$ cat src/rtl/ccc_apb_cfg_master.sv
// APB initiator for the CCC dynamic-configuration port: single-byte commands, BUSY gating, PLL re-lock supervision.
// Optional write readback is enabled by defining CCC_CFG_READBACK_EN.
module ccc_apb_cfg_master #(
    parameter int LOCK_HOLDOFF = 64,
    parameter int LOCK_TIMEOUT = 4096,
    parameter int SYNC_STAGES  = 2
) (
    input  logic       PCLK,
    input  logic       PRESET_N,
    input  logic       cmd_valid,
    output logic       cmd_ready,
    input  logic       cmd_write,
    input  logic       cmd_commit,
    input  logic [5:0] cmd_addr,
    input  logic [7:0] cmd_wdata,
    output logic       rsp_valid,
    output logic [7:0] rsp_rdata,
    output logic       rsp_err,
    output logic       PSEL,
    output logic       PENABLE,
    output logic       PWRITE,
    output logic [5:0] PADDR,
    output logic [7:0] PWDATA,
    input  logic [7:0] PRDATA,
    input  logic       CCC_BUSY,
    input  logic       CCC_LOCK,
    output logic       lock_sync
);

    localparam int CNT_MAX = (LOCK_HOLDOFF > LOCK_TIMEOUT) ? LOCK_HOLDOFF : LOCK_TIMEOUT;
    localparam int CNT_W   = (CNT_MAX > 1) ? $clog2(CNT_MAX) : 1;
    localparam logic [CNT_W-1:0] HOLDOFF_LAST = CNT_W'(LOCK_HOLDOFF - 1);
    localparam logic [CNT_W-1:0] TIMEOUT_LAST = CNT_W'(LOCK_TIMEOUT - 1);

    typedef enum logic [2:0] {
        ST_IDLE,
        ST_SETUP,
        ST_ACCESS,
        ST_HOLDOFF,
        ST_LOCKWAIT,
        ST_RESP
`ifdef CCC_CFG_READBACK_EN
        ,
        ST_RB_SETUP,
        ST_RB_ACCESS
`endif
    } state_e;

    state_e                 state;
    logic [SYNC_STAGES-1:0] lock_ff;
    logic [SYNC_STAGES-1:0] busy_ff;
    logic                   busy_s;
    logic                   wr_q;
    logic                   commit_q;
    logic [CNT_W-1:0]       cnt;
    logic [7:0]             rdata_q;
    logic                   rb_err_q;
`ifdef CCC_CFG_READBACK_EN
    logic [7:0]             wdata_q;
`endif

    assign busy_s    = busy_ff[SYNC_STAGES-1];
    assign lock_sync = lock_ff[SYNC_STAGES-1];

    // NOTE: async active-low reset in the sensitivity list; every flop here, including the synchronisers, clears on it.
    always_ff @(posedge PCLK or negedge PRESET_N) begin
        if (!PRESET_N) begin
            lock_ff <= '0;
            busy_ff <= '0;
        end else begin
            // NOTE: non-blocking shifts so each stage takes the previous stage's old value.
            lock_ff <= {lock_ff[SYNC_STAGES-2:0], CCC_LOCK};
            busy_ff <= {busy_ff[SYNC_STAGES-2:0], CCC_BUSY};
        end
    end

    always_ff @(posedge PCLK or negedge PRESET_N) begin
        if (!PRESET_N) begin
            state     <= ST_IDLE;
            cmd_ready <= 1'b0;
            rsp_valid <= 1'b0;
            rsp_rdata <= '0;
            rsp_err   <= 1'b0;
            PSEL      <= 1'b0;
            PENABLE   <= 1'b0;
            PWRITE    <= 1'b0;
            PADDR     <= '0;
            PWDATA    <= '0;
            wr_q      <= 1'b0;
            commit_q  <= 1'b0;
            cnt       <= '0;
            rdata_q   <= '0;
            rb_err_q  <= 1'b0;
`ifdef CCC_CFG_READBACK_EN
            wdata_q   <= '0;
`endif
        end else begin
            rsp_valid <= 1'b0;
            case (state)
                ST_IDLE: begin
                    if (cmd_valid && cmd_ready) begin
                        wr_q      <= cmd_write;
                        commit_q  <= cmd_write & cmd_commit;
                        rdata_q   <= '0;
                        rb_err_q  <= 1'b0;
`ifdef CCC_CFG_READBACK_EN
                        wdata_q   <= cmd_wdata;
`endif
                        PSEL      <= 1'b1;
                        PWRITE    <= cmd_write;
                        PADDR     <= cmd_addr;
                        PWDATA    <= cmd_wdata;
                        cmd_ready <= 1'b0;
                        state     <= ST_SETUP;
                    end else begin
                        cmd_ready <= !busy_s;
                    end
                end

                ST_SETUP: begin
                    PENABLE <= 1'b1;
                    state   <= ST_ACCESS;
                end

                ST_ACCESS: begin
                    PENABLE <= 1'b0;
                    PWRITE  <= 1'b0;
                    PWDATA  <= '0;
`ifdef CCC_CFG_READBACK_EN
                    if (wr_q) begin
                        // Keep PSEL/PADDR up: the readback reuses the same register address.
                        state <= ST_RB_SETUP;
                    end else
`endif
                    begin
                        PSEL  <= 1'b0;
                        PADDR <= '0;
                        if (commit_q) begin
                            cnt   <= '0;
                            state <= ST_HOLDOFF;
                        end else begin
                            rsp_valid <= 1'b1;
                            rsp_rdata <= wr_q ? 8'h00 : PRDATA;
                            rsp_err   <= 1'b0;
                            state     <= ST_RESP;
                        end
                    end
                end

`ifdef CCC_CFG_READBACK_EN
                ST_RB_SETUP: begin
                    PENABLE <= 1'b1;
                    state   <= ST_RB_ACCESS;
                end

                ST_RB_ACCESS: begin
                    PSEL     <= 1'b0;
                    PENABLE  <= 1'b0;
                    PADDR    <= '0;
                    rdata_q  <= PRDATA;
                    rb_err_q <= (PRDATA != wdata_q);
                    if (commit_q) begin
                        cnt   <= '0;
                        state <= ST_HOLDOFF;
                    end else begin
                        rsp_valid <= 1'b1;
                        rsp_rdata <= PRDATA;
                        rsp_err   <= (PRDATA != wdata_q);
                        state     <= ST_RESP;
                    end
                end
`endif

                ST_HOLDOFF: begin
                    // Lock is ignored here: the PLL may not have dropped LOCK yet after the commit.
                    if (cnt == HOLDOFF_LAST) begin
                        cnt   <= '0;
                        state <= ST_LOCKWAIT;
                    end else begin
                        cnt <= cnt + 1'b1;
                    end
                end

                ST_LOCKWAIT: begin
                    if (lock_sync) begin
                        rsp_valid <= 1'b1;
                        rsp_rdata <= rdata_q;
                        rsp_err   <= rb_err_q;
                        state     <= ST_RESP;
                    end else if (cnt == TIMEOUT_LAST) begin
                        rsp_valid <= 1'b1;
                        rsp_rdata <= rdata_q;
                        rsp_err   <= 1'b1;
                        state     <= ST_RESP;
                    end else begin
                        cnt <= cnt + 1'b1;
                    end
                end

                ST_RESP: begin
                    // Pre-load cmd_ready so a new command can be accepted in the first IDLE cycle.
                    cmd_ready <= !busy_s;
                    state     <= ST_IDLE;
                end

                default: state <= ST_IDLE;
            endcase
        end
    end

endmodule

$ cat config.mk
export PLATFORM = sky130hd
export DESIGN_NAME = ccc_apb_cfg_master
export DESIGN_NICKNAME = d
export VERILOG_FILES = /design/src/rtl/ccc_apb_cfg_master.sv
export SDC_FILE = /design/constraint.sdc
export NUM_CORES = 1
export LEC_CHECK = 0
export ABC_AREA = 1
export CAP_MARGIN = 20
export CORE_MARGIN = 2
export CORE_UTILIZATION = 45
export CTS_BUF_LIST = sky130_fd_sc_hd__clkbuf_2 sky130_fd_sc_hd__clkbuf_4 sky130_fd_sc_hd__clkbuf_8
export DETAILED_ROUTE_END_ITERATION = 10
export PLACE_DENSITY = 0.72
export SETUP_SLACK_MARGIN = 0.4
export SLEW_MARGIN = 20
export SYNTH_ARGS = -nofsm -noshare
export SYNTH_HDL_FRONTEND = slang
export SYNTH_SLANG_ARGS = --single-unit
$ cat constraint.sdc
create_clock -name PCLK -period 1.75 [get_ports PCLK]
set_input_delay 0.175 -clock PCLK [delete_from_list [all_inputs] [get_ports PCLK]]
set_output_delay 0.175 -clock PCLK [all_outputs]
set_load 0.02 [all_outputs]
==> reports/results.txt <==
outcome: finished clean
fmax: 0.691 GHz
routability cong.: 0.851
die width: 78.0 um
CP Class: reg -> reg
R2R setup slack: 0.30 ns
pre-CTS setup slack: 0.142 ns
diode count: 0
I/O pin count: 58
Power Density: 523 nW/um^2
#FFs+latches synth: 49
Final period util: 82.7%
metal2 WL: 3470 um
PortBufs: 57
Area after DPL: 3140 sq um
die area: 6080 sq um
fraction of registers with async set/reset: 100%
Max-Cap Viols: 0
grt ovf: 0
height of the die: 78.0 um
minimum clock period: 1.45 ns
largest net degree at the start of global routing: 33
synthesized area: 2460 sq um
area used by multi-input combinational logic: 1360 sq um
CTS Sinks: 49
Core Area: 5200 sq um
Synth Net Count: 332
highest routed layer: met4
Area growth syn-to-layout: 50.7%
Pins Over Slew Limit: 0
Initial Utilization: 47.3%
DR DRC count: 0
Critical Path End Type: register
most numerous cell in the Yosys netlist: nand2_1
met3 wire length: 383 um
Warnings, synthesis: 0
Final Core Density: 71.3%
sequential area share after synthesis: 49.8%
TritonRoute pass-1 iters: 5
Slew headroom: 70.7%
Hold Vio Cnt, Final: 0
DR iter-0 viols: 198
clk root buf: clkbuf_8
Total Routing Usage GR: 22.3%
clock input transition at the sequential cells of the worst setup and hold paths: 0.09 ns
post-DR wirelength/cell: 14.3 um
cell count after synthesis: 302
H-tree depth: 2
CTS tree: built
vias in the first global route: 2295
Hold WC Path Type: in -> reg
Layout Nets: 423
row count: 26
leakage: 1.78 nW
EDFF count, synth: 0
WL final: 6650 um
Worst VDD drop: 0.514 mV
CP startpoint kind: register
CTS max path bufs: 2
Distinct cells, synth: 28
Worst Tran Pin Value: 0.439 ns
fraction of layout cells with a size suffix above 1: 29.7%
top cells by count, synth: nand2_1 (104), dfrtp_1 (49), nand3_1 (45)
top cell type's share of synthesized area: 49.8%
Avg Inst Size Synth: 8.16 sq um
synth top area cells: dfrtp_1 (50%), nand2_1 (16%), nand3_1 (9.1%)
Seq. cell area: 1240 sq um
Worst Skew: 0.00822 ns
via count of the routed design: 2418
met1 WL: 2670 um
vias per cell: 5.21
number of setup violations in the final report: 0
Most used DFF post-synth: dfrtp_1
filler cell count in the final layout: 414
post-route setup slack: 0.302 ns
global-route wire length before repair: 10600 um
Critical Path AT: 1.67 ns
Final Cell Area: 3710 sq um
total CTS buffers: 5
CP max FO: 5
unrepaired setup endpoints after global routing: yes
initial antenna violation count: 0
largest area contributor in the netlist: dfrtp_1
antenna viol nets, final: 0
Skew-Pair Late Insertion Delay: 0.32 ns
setup TNS: 0 ns
DP HPWL: 4130 um
critical path required time: 1.97 ns
==> where the power goes <==
group | total (mW) | switching [mW] | internal (mW)
clock | 0.705 | 0.407 | 0.298
combinational | 0.0995 | 0.0380 | 0.0615
sequential | 1.14 | 0.00233 | 1.14
==> worst paths after layout <==
kind	start	endpoint	cells after the start
setup / recovery	state[0]	rsp_err	10
hold / removal	CCC_LOCK	lock_ff[0]	1
setup reg to reg	state[0]	rsp_err	10
hold reg to reg	lock_ff[0]	lock_ff[1]	0
max in group asynchronous	PRESET_N	cnt[2]	3
min in group asynchronous	PRESET_N	cnt[6]	2
==> critical path, stage by stage, from the launching register on <==
cell,delay [ns]
dfrtp_2,0.45
buf_4,0.16
nor2_4,0.15
inv_6,0.06
nor2_4,0.10
a21oi_4,0.04
buf_12,0.15
nand2_8,0.09
inv_4,0.04
nand2_2,0.05
nand2_1,0.05
==> final cells by class <==
class / count / share of cell area, %
Sequential cell: 49 / 33.4
Inverter: 24 / 2.86
Tap cell: 70 / 2.36
Timing Repair Buffer: 88 / 22.3
Multi-Input combinational cell: 225 / 36.6
Clock inverter: 2 / 0.404
Clock buffer: 6 / 2.06
==> logic make-up (layout without fill, tap and decap cells) <==
family | after synthesis | in the layout | share of synthesized area [%]
simple gates | 191 | 195 | 35.5
buf+inv | 32 | 120 | 6.15
xor+xnor | 2 | 2 | 0.711
flops | 49 | 49 | 49.8
fa+ha+maj | 1 | 1 | 0.508
compound gates | 27 | 27 | 7.36
==> state kept, by name (all words and copies together), names as in the netlist <==
signal / flops
cmd_ready: 1
rsp_err: 1
PADDR: 6
PWRITE: 1
busy_ff: 2
cnt: 12
state: 3
rsp_rdata: 8
lock_ff: 2
wr_q: 1
PENABLE: 1
PSEL: 1
rsp_valid: 1
PWDATA: 8
commit_q: 1
==> metal layers <==
metal,global-route usage [%],vias to the layer above
li1,-,1159
met1,27.1,1163
met2,38.9,85
met3,4.88,11
met4,8.25,0
met5,0,-
==> placed cells by master, fill, tap and decap left out, types with 2 or more instances in the layout <==
| cell type | instances |
|---|---|
| o21ai_0 | 8 |
| buf_4 | 22 |
| o211ai_1 | 2 |
| buf_12 | 4 |
| nand3_1 | 44 |
| dfrtp_2 | 11 |
| nand2_4 | 8 |
| nand3_2 | 2 |
| buf_6 | 4 |
| clkbuf_8 | 5 |
| nor2_4 | 7 |
| dlygate4sd2_1 | 29 |
| o21ai_1 | 4 |
| nand2_1 | 86 |
| inv_4 | 3 |
| nand2_2 | 22 |
| nand4_1 | 5 |
| nand2_8 | 7 |
| inv_1 | 17 |
| o21ai_2 | 9 |
| clkinvlp_4 | 3 |
| nor2_2 | 2 |
| clkdlybuf4s50_1 | 27 |
| a21oi_4 | 2 |
| dfrtp_1 | 38 |
| nor2_1 | 10 |
==> metrics by stage <==
stage / hold WS [ns] / instances / total power [mW]
2_1_floorplan: -0.121 / 302 / 1.16
3_3_place_gp: 0.144 / 427 / 1.26
3_5_place_dp: 0.156 / 427 / 1.26
4_1_cts: 0.299 / 460 / 1.94
5_1_grt: 0.275 / 464 / 2.01
6_report: 0.289 / 464 / 1.94
==> what timing repair did <==
item                                   4_1_cts  5_1_grt
gates cloned                                 4        0
resized for setup                           76       26
hold buffers                                 1        0
endpoints found under the hold margin       17        0
setup endpoints to repair                   70       43
setup buffers                               20        4
pin swaps                                   18       13
(Power assumes the default switching activity.)
